===== config.mk =====
export PLATFORM = sky130hd
export DESIGN_NAME = vga_timing_ctrl
export DESIGN_NICKNAME = d
export VERILOG_FILES = /design/src/rtl/vga_timing_ctrl.sv
export SDC_FILE = /design/constraint.sdc
export NUM_CORES = 1
export LEC_CHECK = 0
export ABC_AREA = 1
export CORE_MARGIN = 8
export CORE_UTILIZATION = 55
export DETAILED_ROUTE_END_ITERATION = 7
export PLACE_DENSITY = 0.87
export SYNTH_ARGS = -nofsm -noshare
export SYNTH_HDL_FRONTEND = slang
export SYNTH_SLANG_ARGS = --single-unit
export TNS_END_PERCENT = 5

===== constraint.sdc =====
create_clock -name clk -period 4.15 [get_ports clk]
set_clock_uncertainty 0.2 [all_clocks]
set_input_delay 0.83 -clock clk [delete_from_list [all_inputs] [get_ports clk]]
set_output_delay 0.83 -clock clk [all_outputs]
set_load 0.03 [all_outputs]

===== src/rtl/vga_timing_ctrl.sv =====
`default_nettype none
// +--------------------------------------------------------------------------+
// | Module      : vga_timing_ctrl                                            |
// | Description : VGA raster sequencer. Owns the horizontal/vertical pixel   |
// |               counters and their active/front-porch/sync/back-porch      |
// |               phases. Produces active-low syncs, video_on, pixel         |
// |               coordinates and line/frame pulses. The raster starts on    |
// |               en and always finishes the current frame before stopping.  |
// |               Optional macro VGA_PIXEL_DIV2_EN: pixel tick every second  |
// |               clk (e.g. 25 MHz pixels from a 50 MHz clk).                |
// | Revision    : 1.0 - initial release                                      |
// +--------------------------------------------------------------------------+
module vga_timing_ctrl #(
  parameter int H_ACTIVE = 640,
  parameter int H_FP     = 16,
  parameter int H_SYNC   = 96,
  parameter int H_BP     = 48,
  parameter int V_ACTIVE = 480,
  parameter int V_FP     = 10,
  parameter int V_SYNC   = 2,
  parameter int V_BP     = 33,
  parameter int CW       = 10
) (
  input  logic          clk,
  input  logic          rst,
  input  logic          en,
  output logic [CW-1:0] hcount,
  output logic [CW-1:0] vcount,
  output logic [CW-1:0] x,
  output logic [CW-1:0] y,
  output logic          hsync,
  output logic          vsync,
  output logic          video_on,
  output logic          line_end,
  output logic          frame_end,
  output logic          running
);

  localparam int H_TOTAL = H_ACTIVE + H_FP + H_SYNC + H_BP;
  localparam int V_TOTAL = V_ACTIVE + V_FP + V_SYNC + V_BP;

  // Last counter index of each phase; a phase hands over on the tick
  // where its counter sits on that index.
  localparam logic [CW-1:0] C_H_ACT_LAST  = CW'(H_ACTIVE - 1);
  localparam logic [CW-1:0] C_H_FP_LAST   = CW'(H_ACTIVE + H_FP - 1);
  localparam logic [CW-1:0] C_H_SYNC_LAST = CW'(H_ACTIVE + H_FP + H_SYNC - 1);
  localparam logic [CW-1:0] C_H_LAST      = CW'(H_TOTAL - 1);
  localparam logic [CW-1:0] C_V_ACT_LAST  = CW'(V_ACTIVE - 1);
  localparam logic [CW-1:0] C_V_FP_LAST   = CW'(V_ACTIVE + V_FP - 1);
  localparam logic [CW-1:0] C_V_SYNC_LAST = CW'(V_ACTIVE + V_FP + V_SYNC - 1);
  localparam logic [CW-1:0] C_V_LAST      = CW'(V_TOTAL - 1);
  localparam logic [CW-1:0] C_ONE         = CW'(1);

  typedef enum logic [0:0] {
    ST_IDLE = 1'b0,
    ST_RUN  = 1'b1
  } run_state_e;

  typedef enum logic [1:0] {
    PH_ACT  = 2'd0,
    PH_FP   = 2'd1,
    PH_SYNC = 2'd2,
    PH_BP   = 2'd3
  } phase_e;

  run_state_e    state_q, state_d;
  phase_e        hph_q, hph_d;
  phase_e        vph_q, vph_d;
  logic [CW-1:0] hcount_q, hcount_d;
  logic [CW-1:0] vcount_q, vcount_d;
  logic [CW-1:0] x_q, x_d;
  logic [CW-1:0] y_q, y_d;
  logic          hsync_q, hsync_d;
  logic          vsync_q, vsync_d;
  logic          video_on_q, video_on_d;
  logic          line_end_q, line_end_d;
  logic          frame_end_q, frame_end_d;

  logic          w_tick;        // pixel tick in the current clk
  logic          w_tick_next;   // pixel tick in the following clk
  logic          w_line_wrap;
  logic          w_frame_wrap;

`ifdef VGA_PIXEL_DIV2_EN
  logic toggle_q, toggle_d;

  // Divide-by-two pixel enable; parked at 0 outside RUN so the first
  // advance lands on the second clk after entering RUN.
  always_comb begin
    toggle_d = 1'b0;
    if ((state_q == ST_RUN) && (state_d == ST_RUN)) begin
      toggle_d = ~toggle_q;
    end
  end

  // Toggle register.
  always_ff @(posedge clk) begin
    if (rst) begin
      toggle_q <= 1'b0;
    end else begin
      toggle_q <= toggle_d;
    end
  end

  assign w_tick      = (state_q == ST_RUN) && toggle_q;
  assign w_tick_next = toggle_d;
`else
  assign w_tick      = (state_q == ST_RUN);
  assign w_tick_next = (state_d == ST_RUN);
`endif

  assign w_line_wrap  = w_tick && (hcount_q == C_H_LAST);
  assign w_frame_wrap = w_line_wrap && (vcount_q == C_V_LAST);

  // Run FSM next state: start immediately, stop only on a frame boundary.
  always_comb begin
    state_d = state_q;
    case (state_q)
      ST_IDLE: if (en) state_d = ST_RUN;
      ST_RUN:  if (w_frame_wrap && !en) state_d = ST_IDLE;
      default: state_d = ST_IDLE;
    endcase
  end

  // Counter and phase next state; everything parks at zero/ACT in IDLE.
  always_comb begin
    hcount_d = hcount_q;
    vcount_d = vcount_q;
    hph_d    = hph_q;
    vph_d    = vph_q;
    if (state_d == ST_IDLE) begin
      hcount_d = '0;
      vcount_d = '0;
      hph_d    = PH_ACT;
      vph_d    = PH_ACT;
    end else if (w_tick) begin
      hcount_d = w_line_wrap ? '0 : (hcount_q + C_ONE);
      case (hph_q)
        PH_ACT:  if (hcount_q == C_H_ACT_LAST)  hph_d = PH_FP;
        PH_FP:   if (hcount_q == C_H_FP_LAST)   hph_d = PH_SYNC;
        PH_SYNC: if (hcount_q == C_H_SYNC_LAST) hph_d = PH_BP;
        PH_BP:   if (w_line_wrap)               hph_d = PH_ACT;
        default: hph_d = PH_ACT;
      endcase
      if (w_line_wrap) begin
        vcount_d = (vcount_q == C_V_LAST) ? '0 : (vcount_q + C_ONE);
        case (vph_q)
          PH_ACT:  if (vcount_q == C_V_ACT_LAST)  vph_d = PH_FP;
          PH_FP:   if (vcount_q == C_V_FP_LAST)   vph_d = PH_SYNC;
          PH_SYNC: if (vcount_q == C_V_SYNC_LAST) vph_d = PH_BP;
          PH_BP:   if (vcount_q == C_V_LAST)      vph_d = PH_ACT;
          default: vph_d = PH_ACT;
        endcase
      end
    end
  end

  // Output decode from next-state values so registered outputs line up
  // with the counters they describe.
  always_comb begin
    hsync_d     = (hph_d != PH_SYNC);
    vsync_d     = (vph_d != PH_SYNC);
    video_on_d  = (state_d == ST_RUN) && (hph_d == PH_ACT) && (vph_d == PH_ACT);
    x_d         = video_on_d ? hcount_d : '0;
    y_d         = video_on_d ? vcount_d : '0;
    line_end_d  = (state_d == ST_RUN) && w_tick_next && (hcount_d == C_H_LAST);
    frame_end_d = line_end_d && (vcount_d == C_V_LAST);
  end

  // State, counter and output registers.
  always_ff @(posedge clk) begin
    if (rst) begin
      state_q     <= ST_IDLE;
      hph_q       <= PH_ACT;
      vph_q       <= PH_ACT;
      hcount_q    <= '0;
      vcount_q    <= '0;
      x_q         <= '0;
      y_q         <= '0;
      hsync_q     <= 1'b1;
      vsync_q     <= 1'b1;
      video_on_q  <= 1'b0;
      line_end_q  <= 1'b0;
      frame_end_q <= 1'b0;
    end else begin
      state_q     <= state_d;
      hph_q       <= hph_d;
      vph_q       <= vph_d;
      hcount_q    <= hcount_d;
      vcount_q    <= vcount_d;
      x_q         <= x_d;
      y_q         <= y_d;
      hsync_q     <= hsync_d;
      vsync_q     <= vsync_d;
      video_on_q  <= video_on_d;
      line_end_q  <= line_end_d;
      frame_end_q <= frame_end_d;
    end
  end

  assign hcount    = hcount_q;
  assign vcount    = vcount_q;
  assign x         = x_q;
  assign y         = y_q;
  assign hsync     = hsync_q;
  assign vsync     = vsync_q;
  assign video_on  = video_on_q;
  assign line_end  = line_end_q;
  assign frame_end = frame_end_q;
  assign running   = (state_q == ST_RUN);

endmodule
`default_nettype wire


Word-level counts from Yosys, hierarchy flattened. Index checks and enable logic that the tools add are counted. W data, S select, Z words.

$add $sub $neg: 2. Eq/ne operators: 18. Reduce and logical (&&, ||, !) cells: 13. Multiplexer cells: 25. Order comparisons: 0. Div/mod/pow operators: 0. Bitwise logic cells: 2. Multiply operators: 0. Shift operators: 0.

Operators with widths (number): $eq A10 B10 Y1 const B (7); $mux W10 (7); $eq A10 B9 Y1 const B (3); $mux W2 (13); $add A10 B1 Y10 const B (2); $pmux W2 S4 (2); $eq A2 B2 Y1 const B (4); $logic_not A2 Y1 (4); $logic_and A1 B1 Y1 (7); $eq A2 B1 Y1 const B (2); $ne A2 B2 Y1 const B (2); $mux W1 (2); $not A1 Y1 (2); $pmux W1 S2 (1); $reduce_or A2 Y1 (1); $logic_not A1 Y1 (1).

Memory bits (read-only): 0. Word-level logic and storage cells: 72. Input port bits: 3. Output and inout bits: 46. Latch bits: 0. Memory bits (writable): 0. Memories kept: 0. Register bits: 50.

Longest topological paths before layout. Gate-level depths: netlist (run 1).

Word-level depth: 12. Gate-level depth with buffers: 14. Depth with buffers taken out: 13.

Worst setup path after synthesis (run 1). Ideal clock, no wire load.

Path kind: reg-to-reg. From: reg hcount_q[0] (netlist: hcount[0]). To: reg x_q[6] (netlist: x[6]). Period minus slack after synthesis: 2.105 ns. Path slack: 2.045 ns. Stages on the path, launching flop included: 13. Arrival: 1.842 ns. Cell sequence: dfxtp_1 -> ha_1 -> nand2_2 -> nor2_4 -> inv_2 -> nor2_8 -> nand4_1 -> nand3_1 -> nand2_1 -> nor2_4 -> nand3_4 -> buf_6 -> nor2_2.

Word-level cells in the longest chain between the ends: 12. Elaborated cells on any way between the ends: 29. Classes of those cells: 1 x add/sub; 4 x eq/ne; 15 x mux; 1 x bitwise; 8 x reduce/logical.

Ends and longest elaborated chain: start, declared (line 69) `logic [CW-1:0] hcount_q, hcount_d;`; start signal, assigned (line 189) `hcount_q <= hcount_d;`; $eq A10 B10 Y1 (line 112) `assign w_line_wrap = w_tick && (hcount_q == C_H_LAST);`; $logic_and A1 B1 Y1 (line 112); $logic_and A1 B1 Y1 (line 113) `assign w_frame_wrap = w_line_wrap && (vcount_q == C_V_LAST);`; $logic_and A1 B1 Y1 (line 120) `ST_RUN: if (w_frame_wrap && !en) state_d = ST_IDLE;`; $mux W1 (line 120); $pmux W1 S2 (line 118) `case (state_q)`; $mux W2 (line 131) `if (state_d == ST_IDLE) begin`; $logic_not A2 Y1 (line 163) `video_on_d = (state_d == ST_RUN) && (hph_d == PH_ACT) && (vph_d == PH_ACT);`; $logic_and A1 B1 Y1 (2 in a row) (line 163); $not A1 Y1 (no line); $reduce_or A2 Y1 (no line); end signal, assigned (line 178) `x_q <= '0;`; end signal, assigned (line 191) `x_q <= x_d;`; end, declared (line 71) `logic [CW-1:0] x_q, x_d;`.

Parallel ways exist; a longest one is shown, timed or not. A chain may end at the register's enable or synchronous reset.

Final worst setup path (run 1).
From: reg hcount_q[1] (netlist: hcount[1]). To: reg y_q[5] (netlist: y[5]).

Word-level cells in the longest chain between the ends: 12. Elaborated cells on any way between the ends: 28. Classes of those cells: 4 x eq/ne; 15 x mux; 1 x bitwise; 8 x reduce/logical.

Ends and longest elaborated chain: $eq A10 B10 Y1 (line 112); $logic_and A1 B1 Y1 (line 112); $logic_and A1 B1 Y1 (line 113); $logic_and A1 B1 Y1 (line 120); $mux W1 (line 120); $pmux W1 S2 (line 118); $mux W2 (line 131); $logic_not A2 Y1 (line 163); $logic_and A1 B1 Y1 (2 in a row) (line 163); $not A1 Y1 (no line); $reduce_or A2 Y1 (no line); end signal, assigned (line 192) `y_q <= y_d;`; end, declared (line 72) `logic [CW-1:0] y_q, y_d;`.

Parallel ways exist; a longest one is shown, timed or not.

==> results of run 1 <==
==> flip-flops by register name (all words and copies together), names as in the netlist <==
register,count
hcount,10
vcount,10
x,10
y,10
hph_q,2
vph_q,2
frame_end,1
hsync,1
line_end,1
running,1
video_on,1
vsync,1
==> tightest hold or removal path, stage by stage (launching register included) <==
cell,delay (ns)
dfxtp_1,0.37
nand3_1,0.08
nand2_1,0.08
nor2_1,0.05
==> kinds of logic (layout without fill, tap and decap cells) <==
group | count (synthesis) | after routing
AND/OR/NAND/NOR | 204 | 204
buffers and inverters | 54 | 102
flip-flops | 50 | 50
AO/OA/AOI/OAI | 12 | 12
XOR/XNOR | 7 | 7
adder cells (fa/ha/maj) | 4 | 4
==> final cells by class <==
class	instances	area [µm²]	area share, %
well taps	52	65.06	2.162
repair buffers	48	480.5	15.97
multi-input cells	227	1145	38.05
flip-flops and latches	50	1001	33.26
inverters	46	175.2	5.821
clock inverters	2	60.06	1.996
clock buffers	6	82.58	2.744
==> layer usage <==
| metal | vias up | wire length, µm | share of wire [%] |
|---|---|---|---|
| li1 | 1126 | - | - |
| met1 | 1077 | 2605 | 42 |
| met4 | 0 | 85 | 1.4 |
| met2 | 86 | 3012 | 49 |
| met3 | 8 | 477 | 7.7 |
| met5 | - | 0 | 0 |
==> path summary, 6_finish.rpt <==
kind / to / from
min reg2reg: hph_q[1]$_SDFF_PP0_ / hph_q[0]$_SDFF_PP0_
max: y[5]$_SDFF_PP0_ / hcount[1]$_SDFF_PP0_
max reg2reg: y[5]$_SDFF_PP0_ / hcount[1]$_SDFF_PP0_
min: hph_q[1]$_SDFF_PP0_ / hph_q[0]$_SDFF_PP0_
==> power groups by stage <==
stage	clock network, mW	registers, mW	logic, mW
2_1_floorplan	0	0.504	0.0335
3_3_place_gp	0	0.498	0.0468
3_5_place_dp	0	0.498	0.0482
4_1_cts	0.425	0.487	0.0483
5_1_grt	0.447	0.488	0.0519
6_report	0.424	0.487	0.0481
==> cell usage in the layout, fill, tap and decap left out, types with 3 or more instances in the layout <==
cell,count
inv_2,3
nor2_1,53
o21ai_0,5
ha_1,4
nand4_1,14
xor2_1,5
clkdlybuf4s50_1,48
nor2_4,4
inv_1,42
nor3_1,8
nand3_1,28
a21oi_1,3
clkbuf_8,6
nand2_2,3
nand2_1,77
nor2_2,14
dfxtp_1,50
==> impl_metrics.toml, run 1 <==
[cts]
cts_tree = "yes"
cts.repair.resized = 0
htree_levels = 2
cts_setup_buffers = 0
numCtsBuffers = 5
clk_latency_ns = 0.30
path_clk_slew_ns = 0.09
clock_sinks = 50
cts_hold_buf = 0
clockBufferDepth = 2
cts.root.buffer_cell = "clkbuf_8"

[pwr]
power_switching_mw = 0.2040
clkPwrFrac_pct = 44.2
power.leakage_nw = 1.245
swShare_pct = 21.28
power.total_mw = 0.9589
irDropWorstVdd_v = 0.0002701
combPwrFrac_pct = 5.0
p_seq_share_pct = 50.8
p_int_mw = 0.7549
powerDensity_nw_per_um2 = 318.7

[detailed_routing]
vias = 2297
drt-wirelength-per-cell_um = 14.34
drtIter0Drc = 227
wl_um = 6179
drtAntennaViolNets = 0
via_per_inst = 5.329
drt_pre_antenna_iters = 5
drc_errors = 0

[place]
dpl_cell_area_um2 = 2867
detailed_place_hpwl_um = 4615
routabilityCongestion = 0.9198
placed_cells = 423
place_ws_ns = 1.295
numPortBuffers = 48

[synth]
synth_top_family_by_area = "simple AND/OR/NAND/NOR gates"
synthSimpleGateAreaFrac_pct = 40.22
syn-num-nets = 338
synth_compound_area_share_pct = 2.981
async_reset_ff_share_pct = 0
synth_seq_cells = 50
synth_mux_area_share_pct = 0
synth_xor_xnor_area_share_pct = 2.563
synth.most_common_cell = "nand2_1"
seq_area_frac_synth_pct = 41.84
synth_edf_count = 0
synthTopCellsByCount = "nand2_1, nor2_1, dfxtp_1"
synthCells = 331
synth_flop_cell = "dfxtp_1"
synthesis.area_um2 = 2392
synth-adder-area-share_pct = 2.092
synth_area_leaders = "dfxtp_1, nand2_1, nor2_1"
yosysWarningCount = 0
avgSynthCellArea_um2 = 7.227
netlist.area_leader.share_pct = 41.84
yosys.cell_types.count = 25
yosysTopAreaCell = "dfxtp_1"

[cells_and_area]
final_nets = 385
fin_area_um2 = 3009
final_core_util_pct = 70.57
drive_above_1_share_pct = 9.763
antenna_cells = 0
fillers = 337
fin_cells = 431
syn_to_final_growth_pct = 25.78

[grt]
gr-total-overflow = 0
grt_pass1_vias = 2167
grt_pass1_wl_um = 10300
met1_usage_pct = 23.77
busiest_layer = "met2"
use_met3_pct = 4.376
antenna_found_initial = 0
met2_usage_pct = 32.20
grt_use_total_pct = 19.37
grt_max_degree = 22

[timing]
timing.final.crit_share_pct = 64.90
fin_crit_ns = 2.693
holdWs_ns = 0.4274
slew_viol_final = 0
setup_tns_ns = 0
max_freq_ghz = 0.3713
finalSetupViolCount = 0
tightest_slew_ns = 0.6661
rsz0062_at_grt = "no"
hold_viol_final = 0
setup_ws_ns = 1.457
slew_headroom_pct = 55.45

[floorplan]
die_width_um = 81.95
coreArea_um2 = 4264
die_y_um = 81.95
initial_core_util_pct = 56.10
fp-row-count = 24
die_area_um2 = 6716
ios = 49

[worst_setup_path]
arrival_ns = 2.73
max_stage_delay_ns = 0.44
path_common_cell = "nand3_1"
cp.depth = 11
path_class = "reg2reg"
critPathRequiredTime_ns = 4.18
ff2ff_path_depth = 11
crit_chain = "ha_1 -> nand2_2 -> nor2_4 -> nand3_1 -> nand3_1 -> nand3_1 -> nand2_1 -> nand2_1 -> nand2_2 -> nand3_4 -> nor2_1"
cp_top_family = "simple AND/OR/NAND/NOR gates"
path_max_fanout = 21
worstSetupEndpointType = "flop"
r2r_slack_ns = 1.46
cp.buffers_inverters = 0
startpoint_type = "flop"
slowest_stage = "nand3_1"

[hold_path]
min_path_type = "reg2reg"
hold_depth = 3

[job]
maxCapViolCount = 0

[status]
status = "completed"
(Power assumes the default switching activity.)
==> run 2: changes to the inputs <==
Settings changed: CORE_UTILIZATION 55 to 46, PLACE_DENSITY 0.87 to 0.78.
Clock period 4.15 ns to 2.4 ns, I/O delays scaled along.
==> run 2 against run 1 <==
Critical path depth down 10. Largest power group unchanged. Critical path type is now reg2out. Sequential power grew 72%. Cell count increased by 6.0%.
==> impl_metrics.toml, run 2 (same netlist as run 1, synthesis figures left out) <==
[timing]
fin_crit_ns = 2.249
tightest_slew_ns = 0.3495
slew_headroom_pct = 76.70
slew_viol_final = 0
rsz0062_at_grt = "yes"
max_freq_ghz = 0.4447
finalSetupViolCount = 0
timing.final.crit_share_pct = 93.69
hold_viol_final = 0
setup_tns_ns = 0
setup_ws_ns = 0.1513

[cts]
cts_tree = "yes"
clk_latency_ns = 0.31
clockBufferDepth = 2
clock_sinks = 50
path_clk_slew_ns = 0.09
htree_levels = 2
cts_setup_buffers = 0
numCtsBuffers = 5
cts.root.buffer_cell = "clkbuf_8"

[floorplan]
die_y_um = 88.12
ios = 49
initial_core_util_pct = 47.14
die_area_um2 = 7764
die_width_um = 88.12
fp-row-count = 26
coreArea_um2 = 5075

[grt]
antenna_found_initial = 0
grt_use_total_pct = 16.11
grt_pass1_wl_um = 9915
grt_max_degree = 22
gr-total-overflow = 0
grt_pass1_vias = 2230

[pwr]
powerDensity_nw_per_um2 = 477.3
irDropWorstVdd_v = 0.0003030
p_int_mw = 1.104
combPwrFrac_pct = 6.6
swShare_pct = 24.16
power.leakage_nw = 1.261
power_switching_mw = 0.3516
power.total_mw = 1.455
p_seq_share_pct = 57.6
clkPwrFrac_pct = 35.8

[worst_setup_path]
worst_r2r_endpoint = "y[3]$_SDFF_PP0_"
max_stage_delay_ns = 0.74
cp-startpoint = "hcount[6]$_SDFF_PP0_"
cp.depth = 1
path_class = "reg2out"
arrival_ns = 1.57
r2r_slack_ns = 0.19
critPathRequiredTime_ns = 1.72
worstSetupEndpointType = "output pin"
cp.buffers_inverters = 1
ff2ff_path_depth = 13
startpoint_type = "flop"
path_max_fanout = 7
slowest_stage = "clkdlybuf4s50_1"
r2r_start = "vcount[0]$_SDFF_PP0_"
crit_chain = "clkdlybuf4s50_1"
cp_top_family = "buffers and inverters"
cp-endpoint = "hcount[6]"

[detailed_routing]
drc_errors = 0
vias = 2312
drtIter0Drc = 141
via_per_inst = 5.059
drt_pre_antenna_iters = 5
drt-wirelength-per-cell_um = 13.00
drtAntennaViolNets = 0
wl_um = 5940

[cells_and_area]
fillers = 489
final_nets = 393
syn_to_final_growth_pct = 27.46
final_common_cell = "nand2_1"
antenna_cells = 0
drive_above_1_share_pct = 11.89
final_cell_mix = "nand2_1, nor2_1, dfxtp_1, clkdlybuf4s50_1, inv_1"

[place]
detailed_place_hpwl_um = 4555
place_ws_ns = 0.1325
routabilityCongestion = 0.9403
numPortBuffers = 48

[hold_path]
worstHoldStart = "hph_q[0]$_SDFF_PP0_"
min_path_type = "reg2reg"

[job]
maxCapViolCount = 0

[status]
status = "completed"
[run 2: cell count changes in the layout (fill, tap and decap cells not counted), sizes merged]
cell | previous run | this run
clkinvlp | 0 | 1
buf | 0 | 8
inv | 46 | 47
bufinv | 2 | 0
[run 2: metrics by stage]
step / cells / hold WS (ns) / cell area (µm²) / utilization [%]
floorplan: 331 / 0.3675 / 2392 / -
global placement: 449 / 0.4115 / 2949 / 58.11
detailed placement: 449 / 0.4095 / 2949 / 58.11
CTS: 457 / 0.4206 / 3048 / 60.06
global route: 457 / 0.4749 / 3049 / 60.08
finish: 457 / 0.4166 / 3049 / 60.08
[run 2: layout make-up]
class                   count  area (µm²)  share of cell area (%)
multi-input cells         227        1145                   37.55
flip-flops and latches     50        1002                   32.87
repair buffers             56       540.5                   17.73
inverters                  46       175.2                   5.745
well taps                  70       87.58                   2.872
clock buffers               6       82.58                   2.708
clock inverters             2       16.27                  0.5334
[run 2: metal layers]
metal / vias to the layer above / global-route usage, % / part of all wire, %
li1: 1141 / - / -
met1: 1063 / 17.77 / 42
met2: 89 / 26.81 / 47
met3: 19 / 5.066 / 7.7
met4: 0 / 9.063 / 3.0
met5: - / 0 / 0
[run 2: worst min-delay path by stage]
stage,depth (start not counted),slack [ns],endpoint
6_report,3,0.42,hph_q[1]$_SDFF_PP0_
5_1_grt,3,0.47,hph_q[1]$_SDFF_PP0_
4_1_cts,3,0.42,hph_q[1]$_SDFF_PP0_
3_5_place_dp,3,0.41,hph_q[1]$_SDFF_PP0_
3_3_place_gp,3,0.41,hph_q[1]$_SDFF_PP0_
2_1_floorplan,3,0.37,hph_q[1]$_SDFF_PP0_
[run 2: power groups by stage]
| stage | clock network [mW] | logic, mW | registers, mW |
|---|---|---|---|
| finish | 0.521 | 0.0953 | 0.839 |
| global route | 0.570 | 0.103 | 0.840 |
| CTS | 0.536 | 0.0961 | 0.839 |
| detailed placement | 0 | 0.0955 | 0.858 |
| global placement | 0 | 0.0956 | 0.859 |
| floorplan | 0 | 0.0579 | 0.871 |
[run 2: timing repair]
| item | CTS | global route |
|---|---|---|
| hold buffers | 0 | 0 |
| hold endpoints to repair | 0 | 0 |
| resized for setup | 0 | 1 |
| endpoints found under the setup margin | 0 | 19 |
[run 2: worst min-delay path, cell delays in order, from the launching register on]
cell and delay (ns):
dfxtp_1 0.35, nand3_1 0.08, nand2_1 0.09, nor2_1 0.06
